### src/rtl/tcam_ctrl_pkg.sv
// Shared types and constants for the tcam7x64 rule controller.
// Optional priority encoding of search results is enabled by TCAM_PRIO_ENC_EN.
package tcam_ctrl_pkg;

    localparam int KEY_W  = 7;
    localparam int ID_W   = 6;
    localparam int ROWS   = 128;
    localparam int HALF_W = 32;

    // Request opcodes; encoding 3 is reserved and handled as a search.
    typedef enum logic [1:0] {
        OP_SEARCH = 2'd0,
        OP_WRITE  = 2'd1,
        OP_ERASE  = 2'd2
    } op_e;

    typedef enum logic [2:0] {
        IDLE   = 3'd0,
        S_RD   = 3'd1,
        S_WAIT = 3'd2,
        W_RD   = 3'd3,
        W_WAIT = 3'd4,
        W_WR   = 3'd5,
        RSP    = 3'd6
    } state_e;

    // Value of one rule's bit in key row 'row': a ternary rule matches the
    // row when every cared-about bit agrees; erasing clears the bit everywhere.
    function automatic logic rule_bit(input logic [KEY_W-1:0] row,
                                      input logic [KEY_W-1:0] key,
                                      input logic [KEY_W-1:0] mask,
                                      input logic             erase);
        return erase ? 1'b0 : (((row ^ key) & ~mask) == '0);
    endfunction

endpackage

### src/rtl/tcam_prio_enc64.sv
// 64-bit combinational priority encoder: reports whether any bit is set and
// the index of the lowest set bit. Only used when TCAM_PRIO_ENC_EN is defined.
module tcam_prio_enc64 (
    input  logic [63:0] in_vec,
    output logic        hit,
    output logic [5:0]  idx
);

    // Scan from the top down so the lowest set bit is the last one to win.
    always_comb begin
        hit = |in_vec;
        idx = '0;
        for (int i = 63; i >= 0; i--) begin
            if (in_vec[i]) begin
                idx = 6'(i);
            end
        end
    end

endmodule

### src/rtl/tcam_rule_ctrl.sv
// Request front-end for one tcam7x64 block. Searches are a single SRAM read;
// rule writes and erases sweep all 128 key rows with read-modify-write.
// Define TCAM_PRIO_ENC_EN to register hit / lowest-index alongside the match
// vector; otherwise rsp_hit_o and rsp_idx_o are constant 0.
module tcam_rule_ctrl
    import tcam_ctrl_pkg::*;
#(
    parameter int RD_LAT = 1
) (
    input  logic        clk_i,
    input  logic        rst_i,
    input  logic        req_valid_i,
    output logic        req_ready_o,
    input  logic [1:0]  req_op_i,
    input  logic [6:0]  req_key_i,
    input  logic [6:0]  req_mask_i,
    input  logic [5:0]  req_id_i,
    output logic        rsp_valid_o,
    input  logic        rsp_ready_i,
    output logic [1:0]  rsp_op_o,
    output logic [63:0] rsp_match_o,
    output logic        rsp_hit_o,
    output logic [5:0]  rsp_idx_o,
    output logic        tcam_csb_o,
    output logic        tcam_web_o,
    output logic [3:0]  tcam_wmask_o,
    output logic [7:0]  tcam_addr_o,
    output logic [31:0] tcam_wdata_o,
    input  logic [63:0] tcam_rdata_i
);

    // Last value of the read-latency counter before read data is valid.
    localparam logic [1:0] WAIT_LAST = 2'(RD_LAT - 1);

    state_e             state;
    logic [1:0]         op_reg;
    logic [KEY_W-1:0]   key_reg;
    logic [KEY_W-1:0]   mask_reg;
    logic [ID_W-1:0]    id_reg;
    logic [KEY_W-1:0]   row_reg;
    logic [1:0]         wait_cnt;

    logic               req_is_sweep;
    logic               rd_done;
    logic               search_capture;
    logic               sweep_done;
    logic [HALF_W-1:0]  rd_half;
    logic               new_bit;
    logic [HALF_W-1:0]  merged;

    assign req_ready_o    = (state == IDLE);
    assign req_is_sweep   = (req_op_i == OP_WRITE) || (req_op_i == OP_ERASE);
    assign rd_done        = (wait_cnt == WAIT_LAST);
    assign search_capture = (state == S_WAIT) && rd_done;
    assign sweep_done     = (state == W_WR) && (row_reg == 7'(ROWS - 1));

    // Rebuild the selected half-word with only this rule's bit replaced.
    always_comb begin
        rd_half = id_reg[5] ? tcam_rdata_i[63:32] : tcam_rdata_i[31:0];
        new_bit = rule_bit(row_reg, key_reg, mask_reg, op_reg == OP_ERASE);
        merged  = rd_half;
        merged[id_reg[4:0]] = new_bit;
    end

    // Main sequencer: request capture, SRAM port sequencing and response hold.
    always_ff @(posedge clk_i or posedge rst_i) begin
        if (rst_i) begin
            state        <= IDLE;
            op_reg       <= '0;
            key_reg      <= '0;
            mask_reg     <= '0;
            id_reg       <= '0;
            row_reg      <= '0;
            wait_cnt     <= '0;
            rsp_valid_o  <= 1'b0;
            rsp_op_o     <= '0;
            rsp_match_o  <= '0;
            tcam_csb_o   <= 1'b1;
            tcam_web_o   <= 1'b1;
            tcam_wmask_o <= '0;
            tcam_addr_o  <= '0;
            tcam_wdata_o <= '0;
        end else begin
            // The SRAM is deselected unless a state below issues an access.
            tcam_csb_o <= 1'b1;
            tcam_web_o <= 1'b1;
            case (state)
                IDLE: begin
                    if (req_valid_i) begin
                        op_reg     <= req_op_i;
                        key_reg    <= req_key_i;
                        mask_reg   <= req_mask_i;
                        id_reg     <= req_id_i;
                        rsp_op_o   <= req_op_i;
                        row_reg    <= '0;
                        tcam_csb_o <= 1'b0;
                        if (req_is_sweep) begin
                            tcam_addr_o <= 8'h00;
                            state       <= W_RD;
                        end else begin
                            tcam_addr_o <= {1'b0, req_key_i};
                            state       <= S_RD;
                        end
                    end
                end
                S_RD: begin
                    wait_cnt <= '0;
                    state    <= S_WAIT;
                end
                S_WAIT: begin
                    if (search_capture) begin
                        rsp_match_o <= tcam_rdata_i;
                        rsp_valid_o <= 1'b1;
                        state       <= RSP;
                    end else begin
                        wait_cnt <= wait_cnt + 2'd1;
                    end
                end
                W_RD: begin
                    wait_cnt <= '0;
                    state    <= W_WAIT;
                end
                W_WAIT: begin
                    if (rd_done) begin
                        tcam_csb_o   <= 1'b0;
                        tcam_web_o   <= 1'b0;
                        tcam_addr_o  <= {id_reg[5], row_reg};
                        tcam_wmask_o <= 4'b0001 << id_reg[4:3];
                        tcam_wdata_o <= merged;
                        state        <= W_WR;
                    end else begin
                        wait_cnt <= wait_cnt + 2'd1;
                    end
                end
                W_WR: begin
                    if (sweep_done) begin
                        rsp_match_o <= '0;
                        rsp_valid_o <= 1'b1;
                        state       <= RSP;
                    end else begin
                        row_reg     <= row_reg + 7'd1;
                        tcam_csb_o  <= 1'b0;
                        tcam_addr_o <= {1'b0, row_reg + 7'd1};
                        state       <= W_RD;
                    end
                end
                RSP: begin
                    if (rsp_ready_i) begin
                        rsp_valid_o <= 1'b0;
                        state       <= IDLE;
                    end
                end
                default: state <= IDLE;
            endcase
        end
    end

`ifdef TCAM_PRIO_ENC_EN
    logic       enc_hit;
    logic [5:0] enc_idx;
    logic       hit_reg;
    logic [5:0] idx_reg;

    tcam_prio_enc64 u_prio_enc (
        .in_vec (tcam_rdata_i),
        .hit    (enc_hit),
        .idx    (enc_idx)
    );

    // Hit and index are captured on the same edge as the match vector.
    always_ff @(posedge clk_i or posedge rst_i) begin
        if (rst_i) begin
            hit_reg <= 1'b0;
            idx_reg <= '0;
        end else if (search_capture) begin
            hit_reg <= enc_hit;
            idx_reg <= enc_idx;
        end else if (sweep_done) begin
            hit_reg <= 1'b0;
            idx_reg <= '0;
        end
    end

    assign rsp_hit_o = hit_reg;
    assign rsp_idx_o = idx_reg;
`else
    assign rsp_hit_o = 1'b0;
    assign rsp_idx_o = '0;
`endif

endmodule

### config.mk
export PLATFORM = sky130hd
export DESIGN_NAME = tcam_rule_ctrl
export DESIGN_NICKNAME = d
export VERILOG_FILES = /design/src/rtl/tcam_ctrl_pkg.sv /design/src/rtl/tcam_prio_enc64.sv /design/src/rtl/tcam_rule_ctrl.sv
export SDC_FILE = /design/constraint.sdc
export NUM_CORES = 1
export LEC_CHECK = 0
export CAP_MARGIN = 0
export CORE_ASPECT_RATIO = 0.8
export CORE_MARGIN = 3
export CORE_UTILIZATION = 47
export DETAILED_ROUTE_END_ITERATION = 10
export PLACE_DENSITY = 0.82
export SYNTH_ARGS = -nofsm -noshare
export SYNTH_HDL_FRONTEND = slang
export SYNTH_SLANG_ARGS = --single-unit
### constraint.sdc
create_clock -name clk_i -period 6.5 [get_ports clk_i]
set_clock_uncertainty 0.15 [all_clocks]
set_input_delay 1.625 -clock clk_i [delete_from_list [all_inputs] [get_ports clk_i]]
set_output_delay 1.625 -clock clk_i [all_outputs]
set_load 0.05 [all_outputs]
After elaboration in Yosys (flattened, before gate mapping)
Cells that the tools add are included.
{ "word_totals": {"reg_bits": 145, "input_bits": 90, "output_inout_bits": 121} }
{ "op_classes": {"add_sub_neg": 2, "order_cmp": 2, "n_eq_ne": 18, "shifts": 1, "muxes": 35, "n_bitwise": 3, "reduce_logical": 21} }
{ "op_table": {"columns": ["op", "count"], "rows": [
  ["$mux 64", 2],
  ["$pmux 64 s2", 1],
  ["$bwmux 32", 1],
  ["$mux 32", 1],
  ["$mux 8", 3],
  ["$pmux 8 s3", 1],
  ["$mux 7", 3],
  ["$pmux 3 s7", 1],
  ["$ne 2x2->1 const B", 8],
  ["$mux 3", 5],
  ["$pmux 7 s2", 1],
  ["$reduce_and 4->1", 3],
  ["$eq 3x3->1 const B", 3],
  ["$mux 1", 9],
  ["$reduce_and 3->1", 3],
  ["$reduce_bool 3->1", 3],
  ["$add 7x1->7 const B", 1],
  ["$and 7x7->7", 1],
  ["$eq 7x7->1 const B", 1],
  ["$logic_not 7->1", 1],
  ["$not 7->7", 1],
  ["$xor 7x7->7", 1],
  ["$eq 3x2->1 const B", 2],
  ["$lt 5x6->1 const B", 1],
  ["other kinds (17)", 25]
]} }

Logic depth before layout (Yosys ltp)
{ "depth": {"word_depth": 5, "depth_mapped": 10, "mapped_depth_nobuf": 6} }

Worst setup path after synthesis
Ideal clock, no wire load.
{ "synth_path": {"path_kind": "register to output", "startpoint": "register state[2]", "endpoint": "output req_ready_o", "t_arrival_ns": 1.827, "t_required_ns": 4.725, "slack_ns": 2.898, "path_stages_with_launch": 4, "path_cell_list": "dfrtp_1 -> buf_2 -> buf_1 -> nor3_1"} }
{ "synth_via": {"elab_chain_len": 1} }
{ "synth_lines": {"columns": ["item", "line", "text"], "rows": [
  ["from (decl)", "tcam_rule_ctrl.sv:35", "state_e state;"],
  ["from (signal assigned)", "tcam_rule_ctrl.sv:68", "state <= IDLE;"],
  ["from (signal assigned)", "tcam_rule_ctrl.sv:99", "state <= W_RD;"],
  ["from (signal assigned)", "tcam_rule_ctrl.sv:102", "state <= S_RD;"],
  ["$logic_not 3->1", "tcam_rule_ctrl.sv:51", "assign req_ready_o = (state == IDLE);"],
  ["to (decl)", "tcam_rule_ctrl.sv:13", "output logic req_ready_o,"]
]} }
No other way between the ends.

Worst setup path in the final report
{ "layout_path": {"startpoint": "register state[0]", "endpoint": "output req_ready_o"} }
The elaborated chain is that of the path after synthesis.

==> run metrics <==
Peak VDD IR 314 µV; GRT Total Usage 25.4%; CP Class register to output pin; largest net degree at the start of global routing between 100 and 150; CP startpoint kind register; Period Utilization, post-route 60.8%; Routed WL just over 20,000 µm; EDFF count, synth 0; max FFs per register 64; Hold Buf Count CTS 0; CTS Sinks 145; Fin. Hold Viols 0; final setup violation count 0; worst hold path stage count 2; Top reg by flops rsp_match_o; port bufs 203; Post-CTS Setup Repair Bufs 0; list of most frequent post-synthesis cells 143 x dfrtp_1, 82 x nand2_1, 65 x a22o_1; max_cap viols 0; chip width 140 µm; Hold Path Class register to register; Power Density approximately 640 nW/µm²; cell accounting for the most synthesized area dfrtp_1; flop2flop setup slack ~3.5 ns; drt initial violations 549; syn_area_per_cell 10.8 µm²; R2R cell count 5; required time worst endpoint around 4.7 ns; TritonRoute pass-1 iters 5; # nets final 884; post-CTS sizing 0; Die ar. between 15,000 and 20,000 µm²; CTS root buf clkbuf_16; vias in the first global route approximately 5,800; Syn Std Cell Area slightly below 7000 µm²; antenna violations before repair 0; worst path bufs/invs 1; largest registers rsp_match_o: 64 flops, tcam_wdata_o: 32 flops, tcam_addr_o: 8 flops; Final Util 68.0%; Least-Margin Pin Slew 1.09 ns; clk_lat worst skew 0.42 ns; CTS tree built; Antenna diodes 0; Synth Register Bits 145; Final Wtd Congestion 0.862; WP data arrival 2.18 ns; post-layout min period 3.95 ns; share of layout cells above drive strength 1 about 7%; RSZ-0062 raised after global routing false; top_reg_cell synth dfrtp_1; slowest stage delay, CP approximately 0.84 ns; delay-heaviest family, CP buffers and inverters; initial core utilization 48.8%; row count 38; synth warn 0; post-synth top area share 53.2%; Area growth, synth to finish 39.4%; drc violations 0; register area share after synthesis 53.9%; Syn Inst Count 621; Async SR Flop Fraction 100%; CP Capture Type output pin; Final TNS setup 0 ns; H-Tree Depth 4; status completed; Core Box Area about 14,000 µm²; crit-path max FO 17; count of pins over their slew limit 0; most common cell in the synthesized netlist dfrtp_1; Fillers 1,002; CTS Buffer Depth 2; # IOs 211; first-pass GRT wire length 31,800 µm; slew margin rel. 27.5%; vias per cell 5.96; CTS buffer count 17; total grt overflow 0; DR vias between 5,000 and 6,000; HPWL Detailed 13,700 µm; critical path depth in cells 2; Clk pin slew, worst setup/hold paths 0.06 ns; remaining antenna violation count 0; worst-path cell chain nor3_1, clkdlybuf4s50_1; CP max stage cell clkdlybuf4s50_1; Die Ht 113 µm; leakage power 4.00 nW; Fmax achieved 0.253 GHz; Wirelength per Cell 20.6 µm; Netlist cell types between 50 and 60; top cells by area in the synthesized netlist dfrtp_1 53%, a22o_1 8.5%, mux2i_1 5.8%, nand2_1 4.6%, o211ai_1 3.6%
worst min-delay path: stages (launching register included):
cell and delay (ns):
dfrtp_1 0.35, nand2_1 0.05, nand2_1 0.06
metal layers:
layer	wire length, µm	track usage (%)	vias to the layer above
met2	9560	39.7	310
met4	528	9.88	0
met3	1570	6.08	43
li1	-	-	2612
met1	8640	34.7	2903
met5	0	0	-
area by class of cell:
class / instances / area [µm²] / share of cell area, %
timing repair buffer: 207 / 2060 / 22.0
inverter: 12 / 50.0 / 0.533
multi-input combinational: 409 / 2770 / 29.6
clock buffer: 23 / 488 / 5.20
clock inverter: 9 / 151 / 1.61
sequential: 145 / 3630 / 38.7
tap: 180 / 225 / 2.40
logic make-up (layout without fill, tap and decap cells):
| group | after synthesis | after routing | share of synthesized area (%) |
|---|---|---|---|
| muxes | 46 | 46 | 6.97 |
| buffers and inverters | 73 | 251 | 5.59 |
| xor gates and xnor gates | 12 | 12 | 1.67 |
| adders and majority gates | 2 | 2 | 0.372 |
| DFF | 145 | 145 | 53.9 |
| other | 1 | 7 | 0.0557 |
| and+or+nand+nor | 143 | 143 | 9.89 |
| AOI/OAI and AO/OA | 199 | 199 | 21.5 |
power by group:
group          total (W)  internal, W  switching, W
combinational    0.00322      0.00113       0.00209
clock            0.00105     0.000683      0.000370
sequential       0.00170      0.00132      0.000378
total            0.00597      0.00313       0.00284
worst paths after layout:
check,from,endpoint
setup reg to reg,state[2],tcam_wdata_o[8]
setup / recovery,state[0],req_ready_o
hold reg to reg,mask_reg[4],mask_reg[4]
min in group asynchronous,rst_i,rsp_match_o[58]
hold / removal,mask_reg[4],mask_reg[4]
max in group asynchronous,rst_i,rsp_match_o[63]
per-stage QoR:
step,std cells,worst slack [ns],total power [W],area (µm²),hold WS (ns)
detailed placement,953,2.70,0.00490,8740,0.322
finish,985,2.55,0.00597,9380,0.337
global route,985,2.42,0.00624,9380,0.363
CTS,985,2.52,0.00598,9380,0.341
global placement,953,2.75,0.00482,8740,0.312
floorplan,627,0.834,0.00386,6750,0.296
layout by cell type (no fill, tap or decap), types with 3 or more instances in the layout:
master / count
buf_4: 4
bufinv_16: 4
nand2_1: 82
a31oi_1: 33
nand2b_1: 4
o211ai_1: 32
o22ai_1: 7
nand3b_1: 6
a21oi_1: 4
clkbuf_8: 4
o21ai_0: 38
clkbuf_16: 17
and2_1: 4
nor2b_1: 5
nor2_1: 14
or3b_2: 3
a221o_1: 4
or2_2: 3
nor3_1: 4
clkinv_2: 3
conb_1: 7
dfrtp_1: 142
nand3_1: 7
inv_1: 11
a22o_1: 65
xnor2_1: 9
clkdlybuf4s50_1: 203
mux2i_1: 39
mux2_2: 5
Note: power is estimated with default switching activity, not from simulation.
